$ cat config.mk
export PLATFORM = sky130hd
export DESIGN_NAME = alu_seq
export DESIGN_NICKNAME = d
export VERILOG_FILES = /design/src/rtl/alu_seq.sv
export SDC_FILE = /design/constraint.sdc
export NUM_CORES = 1
export LEC_CHECK = 0
export CAP_MARGIN = 30
export CELL_PAD_IN_SITES_DETAIL_PLACEMENT = 1
export CELL_PAD_IN_SITES_GLOBAL_PLACEMENT = 1
export CORE_ASPECT_RATIO = 1.2
export CORE_MARGIN = 1
export CORE_UTILIZATION = 45
export DETAILED_ROUTE_END_ITERATION = 10
export HOLD_SLACK_MARGIN = 0.12
export MAX_ROUTING_LAYER = met4
export PLACE_DENSITY = 0.85
export SETUP_SLACK_MARGIN = 0.15
export SKIP_CTS_REPAIR_TIMING = 1
export SYNTH_ARGS = -nofsm -noshare
export SYNTH_HDL_FRONTEND = slang
export SYNTH_SLANG_ARGS = --single-unit
$ cat constraint.sdc
create_clock -name clk -period 8.1 [get_ports clk]
set_clock_uncertainty 0.1 [all_clocks]
set_input_delay 1.62 -clock clk [delete_from_list [all_inputs] [get_ports clk]]
set_output_delay 1.62 -clock clk [all_outputs]
set_load 0.05 [all_outputs]
$ cat src/rtl/alu_seq.sv
// alu_seq: registered ALU with single-cycle logic/arith ops and iterative
// unsigned multiply (shift-add) and divide (restoring), one bit per cycle.
module alu_seq #(
    parameter int WIDTH  = 32,
    parameter bit MULDIV = 1'b1
) (
    input  logic             clk,
    input  logic             reset,
    input  logic             start,
    input  logic [WIDTH-1:0] op1,
    input  logic [WIDTH-1:0] op2,
    input  logic [3:0]       alu_control_code,
    output logic             busy,
    output logic             done,
    output logic [WIDTH-1:0] result,
    output logic [WIDTH-1:0] result_hi,
    output logic             v_flag,
    output logic             n_flag,
    output logic             z_flag,
    output logic             dbz_flag,
    output logic             illegal_op
);
    localparam int CW = $clog2(WIDTH) + 1;
    localparam logic [CW-1:0] LAST = CW'(WIDTH - 1);

    typedef enum logic {IDLE, ITER} state_t;

    state_t           state_q, state_d;
    logic [CW-1:0]    cnt_q, cnt_d;
    // Iteration registers: mul uses hi=partial product, lo=multiplier, b=multiplicand;
    // div uses hi=remainder, lo=dividend shifting into quotient, b=divisor.
    logic [WIDTH-1:0] hi_q, hi_d, lo_q, lo_d, b_q, b_d;
    logic             div_q, div_d, dbzp_q, dbzp_d;
    logic [WIDTH-1:0] result_q, result_d, result_hi_q, result_hi_d;
    logic             v_q, v_d, n_q, n_d, z_q, z_d, dbz_q, dbz_d, ill_q, ill_d;
    logic             done_q, done_d;

    // Single-cycle arithmetic on the live operands
    logic [WIDTH-1:0] sum, diff;
    logic             v_add, v_sub;
    // One multiply / divide step on the iteration registers
    logic [WIDTH:0]   add_w, rem_sh;
    logic [WIDTH-1:0] mul_hi_n, mul_lo_n, rem_n, div_lo_n;
    logic             ge;
    // Decode scratch
    logic [WIDTH-1:0] r_n, rh_n;
    logic             ill_n, go;

    // Datapath for both single-cycle ops and one iterative step
    always_comb begin
        sum      = op1 + op2;
        diff     = op1 - op2;
        v_add    = (op1[WIDTH-1] == op2[WIDTH-1]) && (sum[WIDTH-1] != op1[WIDTH-1]);
        v_sub    = (op1[WIDTH-1] != op2[WIDTH-1]) && (diff[WIDTH-1] != op1[WIDTH-1]);
        add_w    = {1'b0, hi_q} + (lo_q[0] ? {1'b0, b_q} : '0);
        mul_hi_n = add_w[WIDTH:1];
        mul_lo_n = {add_w[0], lo_q[WIDTH-1:1]};
        rem_sh   = {hi_q, lo_q[WIDTH-1]};
        ge       = rem_sh >= {1'b0, b_q};
        // With a zero divisor every step "subtracts" nothing, so the quotient
        // fills with ones and the remainder collects op1 -- exactly the dbz result.
        rem_n    = ge ? (rem_sh[WIDTH-1:0] - b_q) : rem_sh[WIDTH-1:0];
        div_lo_n = {lo_q[WIDTH-2:0], ge};
    end

    // Next-state, decode and output-register update
    always_comb begin
        state_d     = state_q;
        cnt_d       = cnt_q;
        hi_d        = hi_q;
        lo_d        = lo_q;
        b_d         = b_q;
        div_d       = div_q;
        dbzp_d      = dbzp_q;
        result_d    = result_q;
        result_hi_d = result_hi_q;
        v_d         = v_q;
        n_d         = n_q;
        z_d         = z_q;
        dbz_d       = dbz_q;
        ill_d       = ill_q;
        done_d      = 1'b0;
        r_n         = result_q;
        rh_n        = result_hi_q;
        ill_n       = 1'b0;
        go          = 1'b0;
        case (state_q)
            IDLE: begin
                if (start) begin
                    case (alu_control_code)
                        4'b0000: begin r_n = op1 & op2;    rh_n = '0; end
                        4'b0001: begin r_n = op1 | op2;    rh_n = '0; end
                        4'b1001: begin r_n = ~(op1 | op2); rh_n = '0; end
                        4'b1100: begin r_n = ~(op1 & op2); rh_n = '0; end
                        4'b1101: begin r_n = op1 ^ op2;    rh_n = '0; end
                        4'b0010: begin
                            r_n = sum; rh_n = '0; v_d = v_add; n_d = sum[WIDTH-1];
                        end
                        4'b0110: begin
                            r_n = diff; rh_n = '0; v_d = v_sub; n_d = diff[WIDTH-1];
                        end
                        4'b0111: begin
                            r_n  = {{(WIDTH-1){1'b0}}, diff[WIDTH-1] ^ v_sub};
                            rh_n = '0;
                        end
                        4'b1111: ;
                        4'b0011: begin
                            if (MULDIV) begin
                                go = 1'b1; div_d = 1'b0; dbzp_d = 1'b0;
                                hi_d = '0; lo_d = op2; b_d = op1;
                            end else begin
                                ill_n = 1'b1;
                            end
                        end
                        4'b0100: begin
                            if (MULDIV) begin
                                go = 1'b1; div_d = 1'b1; dbzp_d = (op2 == '0);
                                hi_d = '0; lo_d = op1; b_d = op2;
                            end else begin
                                ill_n = 1'b1;
                            end
                        end
                        default: ill_n = 1'b1;
                    endcase
                    if (go) begin
                        state_d = ITER;
                        cnt_d   = '0;
                    end else begin
                        done_d      = 1'b1;
                        result_d    = r_n;
                        result_hi_d = rh_n;
                        z_d         = (r_n == '0);
                        dbz_d       = 1'b0;
                        ill_d       = ill_n;
                    end
                end
            end
            ITER: begin
                hi_d  = div_q ? rem_n : mul_hi_n;
                lo_d  = div_q ? div_lo_n : mul_lo_n;
                cnt_d = cnt_q + CW'(1);
                if (cnt_q == LAST) begin
                    state_d     = IDLE;
                    cnt_d       = '0;
                    done_d      = 1'b1;
                    result_d    = lo_d;
                    result_hi_d = hi_d;
                    z_d         = (lo_d == '0);
                    dbz_d       = dbzp_q;
                    ill_d       = 1'b0;
                end
            end
            default: state_d = IDLE;
        endcase
    end

    // State and output registers; reset aborts any operation in flight
    always_ff @(posedge clk or posedge reset) begin
        if (reset) begin
            state_q     <= IDLE;
            cnt_q       <= '0;
            hi_q        <= '0;
            lo_q        <= '0;
            b_q         <= '0;
            div_q       <= 1'b0;
            dbzp_q      <= 1'b0;
            result_q    <= '0;
            result_hi_q <= '0;
            v_q         <= 1'b0;
            n_q         <= 1'b0;
            z_q         <= 1'b0;
            dbz_q       <= 1'b0;
            ill_q       <= 1'b0;
            done_q      <= 1'b0;
        end else begin
            state_q     <= state_d;
            cnt_q       <= cnt_d;
            hi_q        <= hi_d;
            lo_q        <= lo_d;
            b_q         <= b_d;
            div_q       <= div_d;
            dbzp_q      <= dbzp_d;
            result_q    <= result_d;
            result_hi_q <= result_hi_d;
            v_q         <= v_d;
            n_q         <= n_d;
            z_q         <= z_d;
            dbz_q       <= dbz_d;
            ill_q       <= ill_d;
            done_q      <= done_d;
        end
    end

    assign busy       = (state_q == ITER);
    assign done       = done_q;
    assign result     = result_q;
    assign result_hi  = result_hi_q;
    assign v_flag     = v_q;
    assign n_flag     = n_q;
    assign z_flag     = z_q;
    assign dbz_flag   = dbz_q;
    assign illegal_op = ill_q;
endmodule
# == Word level (Yosys, flattened, before mapping) ==
# Cells that the tools add are included.
# op_classes
n_addsub,5
multipliers,0
div,0
order_cmp,1
n_eq_ne,22
shifts,0
n_mux,55
bitwise_logic,7
reduce_logical,18
# op_table
operator,n
2-to-1 mux 32 bit,16
one-hot mux 32 bit (2 select lines),6
one-hot mux 32 bit (8 select lines),1
logical NOT 32 bit,3
NOT 32 bit,2
subtractor 32 bit,2
adder 32 x 32 -> 33 bit,1
>= comparator 33 x 32 -> 1 bit,1
adder 32 bit,1
bitwise AND 32 bit,1
OR 32 bit,1
XOR 32 bit,1
2-to-1 mux 1 bit,19
2-to-1 mux 6 bit,3
one-hot mux 1 bit (2 select lines),9
"== test 4 bit, second input constant",4
"== test 4 x 3 -> 1 bit, second input constant",3
one-hot mux 6 bit (2 select lines),1
OR reduction 11 bit,1
"inequality test 2 bit, second input constant",5
AND reduction 3 bit,3
"== test 4 x 2 -> 1 bit, second input constant",2
OR reduction 8 bit,1
"adder 6 x 1 -> 6 bit, second input constant",1
14 further kinds,20
# word_totals
ff_bits,175
latchBits,0
ram_bits,0
rom_bits,0
input_bits,71
out_inout_bits,71
wordCells,123
n_memories,0

# == Depth between registers and ports, before layout ==
# logic_depth
word_depth,11
depth_mapped,24
depth_no_buf,23

# == Least setup slack after synthesis ==
# Ideal clock, no wire load.
# synth_timing
path_kind,input -> register
startpoint,input op1[1]
endpoint,register z_q (netlist: z_flag)
setup_time_ns,0.092
t_arrival_ns,5.545
slack_ns,2.363
path_stages,23
path_cell_list,inv_1 ha_1 or2_2 a211o_2 a21oi_2 nand4_1 nand2_1 a211oi_1 o21bai_1 a21oi_1 o21bai_1 a21oi_1 fa_1 nand4_1 o31a_1 o21ai_0 a221oi_1 and4b_1 nand4_1 nor4_1 and4_1 nand4_1 o31ai_2
# synth_between
elab_chain_cells,11
word_cells_on_any_way,17
# synth_rtl
element,line,rtl
from (decl),10,"input logic [WIDTH-1:0] op1,"
subtractor 32 bit,52,diff = op1 - op2;
inequality test 1 bit,54,v_sub = (op1[WIDTH-1] != op2[WIDTH-1]) && (diff[WIDTH-1] != op1[WIDTH-1]);
logical AND 1 bit,54,
XOR 1 bit,103,"r_n = {{(WIDTH-1){1'b0}}, diff[WIDTH-1] ^ v_sub};"
one-hot mux 32 bit (8 select lines) (*),90,case (alu_control_code)
2-to-1 mux 32 bit (*),89,if (start) begin
2-to-1 mux 32 bit (*),87,case (state_q)
logical NOT 32 bit (*),132,z_d = (r_n == '0);
2-to-1 mux 1 bit (*),125,if (go) begin
2-to-1 mux 1 bit (*),89,
one-hot mux 1 bit (2 select lines) (*),87,
to (signal assigned),187,z_q <= z_d;
to (decl),35,"logic v_q, v_d, n_q, n_d, z_q, z_d, dbz_q, dbz_d, ill_q, ill_d;"
# Mark *: on every way between the ends. The rest lies on a longest branch, timed or not. The select of a mux whose other input is x is not followed.
# A chain may end at the register's enable or synchronous reset.

# == Worst setup path in the final report ==
# layout_timing
startpoint,input op2[1]
endpoint,register z_q (netlist: z_flag)
# layout_between
elab_chain_cells,11
word_cells_on_any_way,17
# layout_rtl
element,line,rtl
from (decl),11,"input logic [WIDTH-1:0] op2,"
subtractor 32 bit,52,
inequality test 1 bit,54,
logical AND 1 bit,54,
XOR 1 bit,103,
one-hot mux 32 bit (8 select lines) (*),90,
2-to-1 mux 32 bit (*),89,
2-to-1 mux 32 bit (*),87,
logical NOT 32 bit (*),132,
2-to-1 mux 1 bit (*),125,
2-to-1 mux 1 bit (*),89,
one-hot mux 1 bit (2 select lines) (*),87,
# Marked as above.

==> results.toml <==
[sta]
tightest_slew_ns = 1.05
rsz0062_at_grt = "no"
hold_ws_ns = 0.384
setup_tns_ns = 0
slew_viol_final = 0
max-slew-margin-rel_pct = 30.1
setup_violations = 0
min_period_ns = 6.86
timing.final.crit_share_pct = 84.7
finalHoldViolCount = 0
fmax_mhz = 146
setup_ws_ns = 1.24

[worst_setup_path]
path_class = "input port to flop"
cp_top_family = "compound AO/OA/AOI/OAI gates"
crit_buf_inv = 2
crit_chain = "clkdlybuf4s50_1 -> inv_1 -> ha_1 -> or2_2 -> a211o_2 -> a21oi_2 -> nand4_1 -> nand2_1 -> a211oi_1 -> o21bai_1 -> a21oi_1 -> o21bai_1 -> a21oi_1 -> fa_1 -> nand4_1 -> o31a_1 -> o21ai_0 -> a221oi_1 -> and4b_1 -> nand4_1 -> nor4_1 -> and4_1 -> nand4_1 -> o31ai_2"
slowest_stage = "clkdlybuf4s50_1"
critPathRequiredTime_ns = 8.38
critPathMaxStageDelay_ns = 0.61
arrival_ns = 7.14
critical_path.max_fanout = 6
critPathLaunchType = "input port"
endpoint_kind = "flop"
cp_common_cell = "nand4_1"

[finish]
drive_gt1_share_pct = 6.61
instances_no_fill = 3104
fillers = 5180
layout_commonest_cell = "nand2_1"
most-common-layout-cells = "nand2_1, a21oi_1, o21ai_0"
final_util_pct = 51.8
fin_area_mm2 = 0.0217
num-nets-final = 2788
syn_to_final_growth_pct = 13.1

[drt]
first_pass_iters = 6
drcViolationCount = 0
wire_per_inst_um = 28.5
avgViaCountPerCell = 6.78
finalWirelength_mm = 88.6
first_iter_violations = 1846
via_count = 21040
antenna_left = 0

[die]
rows = 82
core_area_mm2 = 0.0419
die_h_um = 228
initial_core_util_pct = 45.8
die_w_um = 190
die_area_mm2 = 0.0435
design.portCount = 142

[yosys]
synth_nets = 2737
postSynthCellCount = 2492
yosys_most_used_dff = "dfrtp_1"
synth_simple_gate_area_share_pct = 18.8
synth_edf_count = 0
syn-cell-area_mm2 = 0.0192
yosysTopAreaCell = "dfrtp_1"
yosysSeqAreaShare_pct = 22.8
synthXorXnorAreaFrac_pct = 2.92
synth_top_family_by_area = "compound AO/OA/AOI/OAI gates"
ys_warn_count = 0
synthMuxAreaShare_pct = 5.99
avgSynthCellArea_um2 = 7.70
synth.top_cell.area_share_pct = 22.8
ys_async_sr_fraction_pct = 100
ys_ff_latch = 175
yosys-top-cells-area = "dfrtp_1, ha_1, a21oi_1"
ys_types = 101
synth_compound_area_share_pct = 31.4
synth_adder_area_share_pct = 11.5

[cts]
cts_tree = "built"
clk_path_buf_depth = 2
htree_levels = 4
root_buffer = "clkbuf_16"
insertion_delay_ns = 0.46
clkTransAtPathRegs_ns = 0.07
cts_sinks = 175
cts_buffers = 17

[power_and_ir_drop]
p_comb_share_pct = 62.8
power_frac_clock_pct = 13.1
p_seq_share_pct = 24.0
power.density_mw_per_mm2 = 308
power_leakage_nw = 9.78
switching_share_pct = 51.9
power.total_mw = 6.68
internal-power_mw = 3.22
p_sw_mw = 3.47
peakVddDrop_mv = 0.181

[grt]
gr-usage-all-layers_pct = 42.0
grt_overflow_total = 0
grt_pass1_vias = 21720
antenna_found_initial = 3
grt_pass1_wl_mm = 135
grt_max_degree = 114

[placement]
dpl.hpwl_mm = 67.3
dp_cells = 3070
placedInstanceArea_mm2 = 0.0211
place_ws_ns = 0.894
gp_congestion = 1.02
numPortBuffers = 141

[run]
max_cap_viol_count = 0

[run_status]
run_status = "completed"

[worst_hold_path]
hold_path_class = "flop to flop"
[cells in the mapped netlist, drive strengths merged (10+ instances only)]
cell type	instances
nand2b	32
o221ai	10
mux2i	72
nand2	283
o21ai	183
nor2b	27
xnor2	45
nand4	33
nor3b	11
clkbuf	108
nor3	34
nor4	30
o31ai	18
o2bb2ai	10
and2	41
xor2	19
a22o	30
buf	46
or4	10
nor2	159
a2111oi	11
nand3	41
and3	12
a22oi	12
a21oi	234
o22ai	29
a2bb2oi	10
a21o	60
o211ai	52
a221o	16
o21a	30
mux2	38
ha	169
o21bai	17
inv	164
dfrtp	175
a211o	16
a31oi	31
a211oi	25
a221oi	11
[registers in the layout, summed over array words and instances, names as in the netlist]
name        flops
div_q           1
cnt_q           6
dbz_flag        1
result_hi      32
dbzp_q          1
hi_q           32
z_flag          1
n_flag          1
done            1
lo_q           32
b_q            32
result         32
illegal_op      1
v_flag          1
busy            1
[cell type report]
cell class	count	area (um^2)	area share, %
Multi-Input combinational cell	1995	13600	62.8
Antenna cell	2	5.00	0.0231
Inverter	167	634	2.93
Clock buffer	25	495	2.28
Tap cell	546	683	3.15
Sequential cell	175	4380	20.2
Clock inverter	7	103	0.473
Timing Repair Buffer	187	1750	8.08
[final timing paths]
path / to / cells past startpoint / slack (ns) / start
worst max-delay path: z_flag$_DFFE_PP0P_ / 24 / 1.24 / op2[1]
worst min-delay path: result_hi[27]$_DFFE_PP0P_ / 2 / 0.38 / result_hi[27]$_DFFE_PP0P_
worst max register to register: hi_q[27]$_DFFE_PP0P_ / 14 / 3.20 / lo_q[0]$_DFFE_PP0P_
worst min register to register: result_hi[27]$_DFFE_PP0P_ / 2 / 0.38 / result_hi[27]$_DFFE_PP0P_
max in group asynchronous: div_q$_DFFE_PP0P_ / 3 / 4.76 / reset
min in group asynchronous: b_q[10]$_DFFE_PP0P_ / 2 / 1.65 / reset
[power groups by stage]
stage | Sequential, mW | Clock (mW) | Combinational [mW]
3_3_place_gp | 1.58 | 0 | 3.96
2_1_floorplan | 1.75 | 0 | 2.58
5_1_grt | 1.63 | 0.913 | 4.51
4_1_cts | 1.58 | 0.879 | 4.14
3_5_place_dp | 1.59 | 0 | 4.09
6_report | 1.61 | 0.877 | 4.20
[metal layers]
metal / vias to the layer above / GRT usage, % / routed length [um]
met4: 0 / 27.0 / 6340
met2: 978 / 66.9 / 41500
met1: 10511 / 49.5 / 35300
met5: - / - / 0
met3: 325 / 5.66 / 5430
li1: 9226 / - / -
[tightest hold or removal path: stages, from the launching register on]
cell,delay (ns)
dfrtp_1,0.34
nand2_1,0.05
o21ai_0,0.06
[cells by family (layout without fill, tap and decap cells)]
logic type,count (synthesis),in the layout
AOI/OAI and AO/OA,898,898
adders and majority gates,174,174
muxes,110,110
DFF,175,175
xor gates and xnor gates,64,64
and+or+nand+nor,749,749
buffers and inverters,322,386
other,0,2
(Power assumes the default switching activity.)
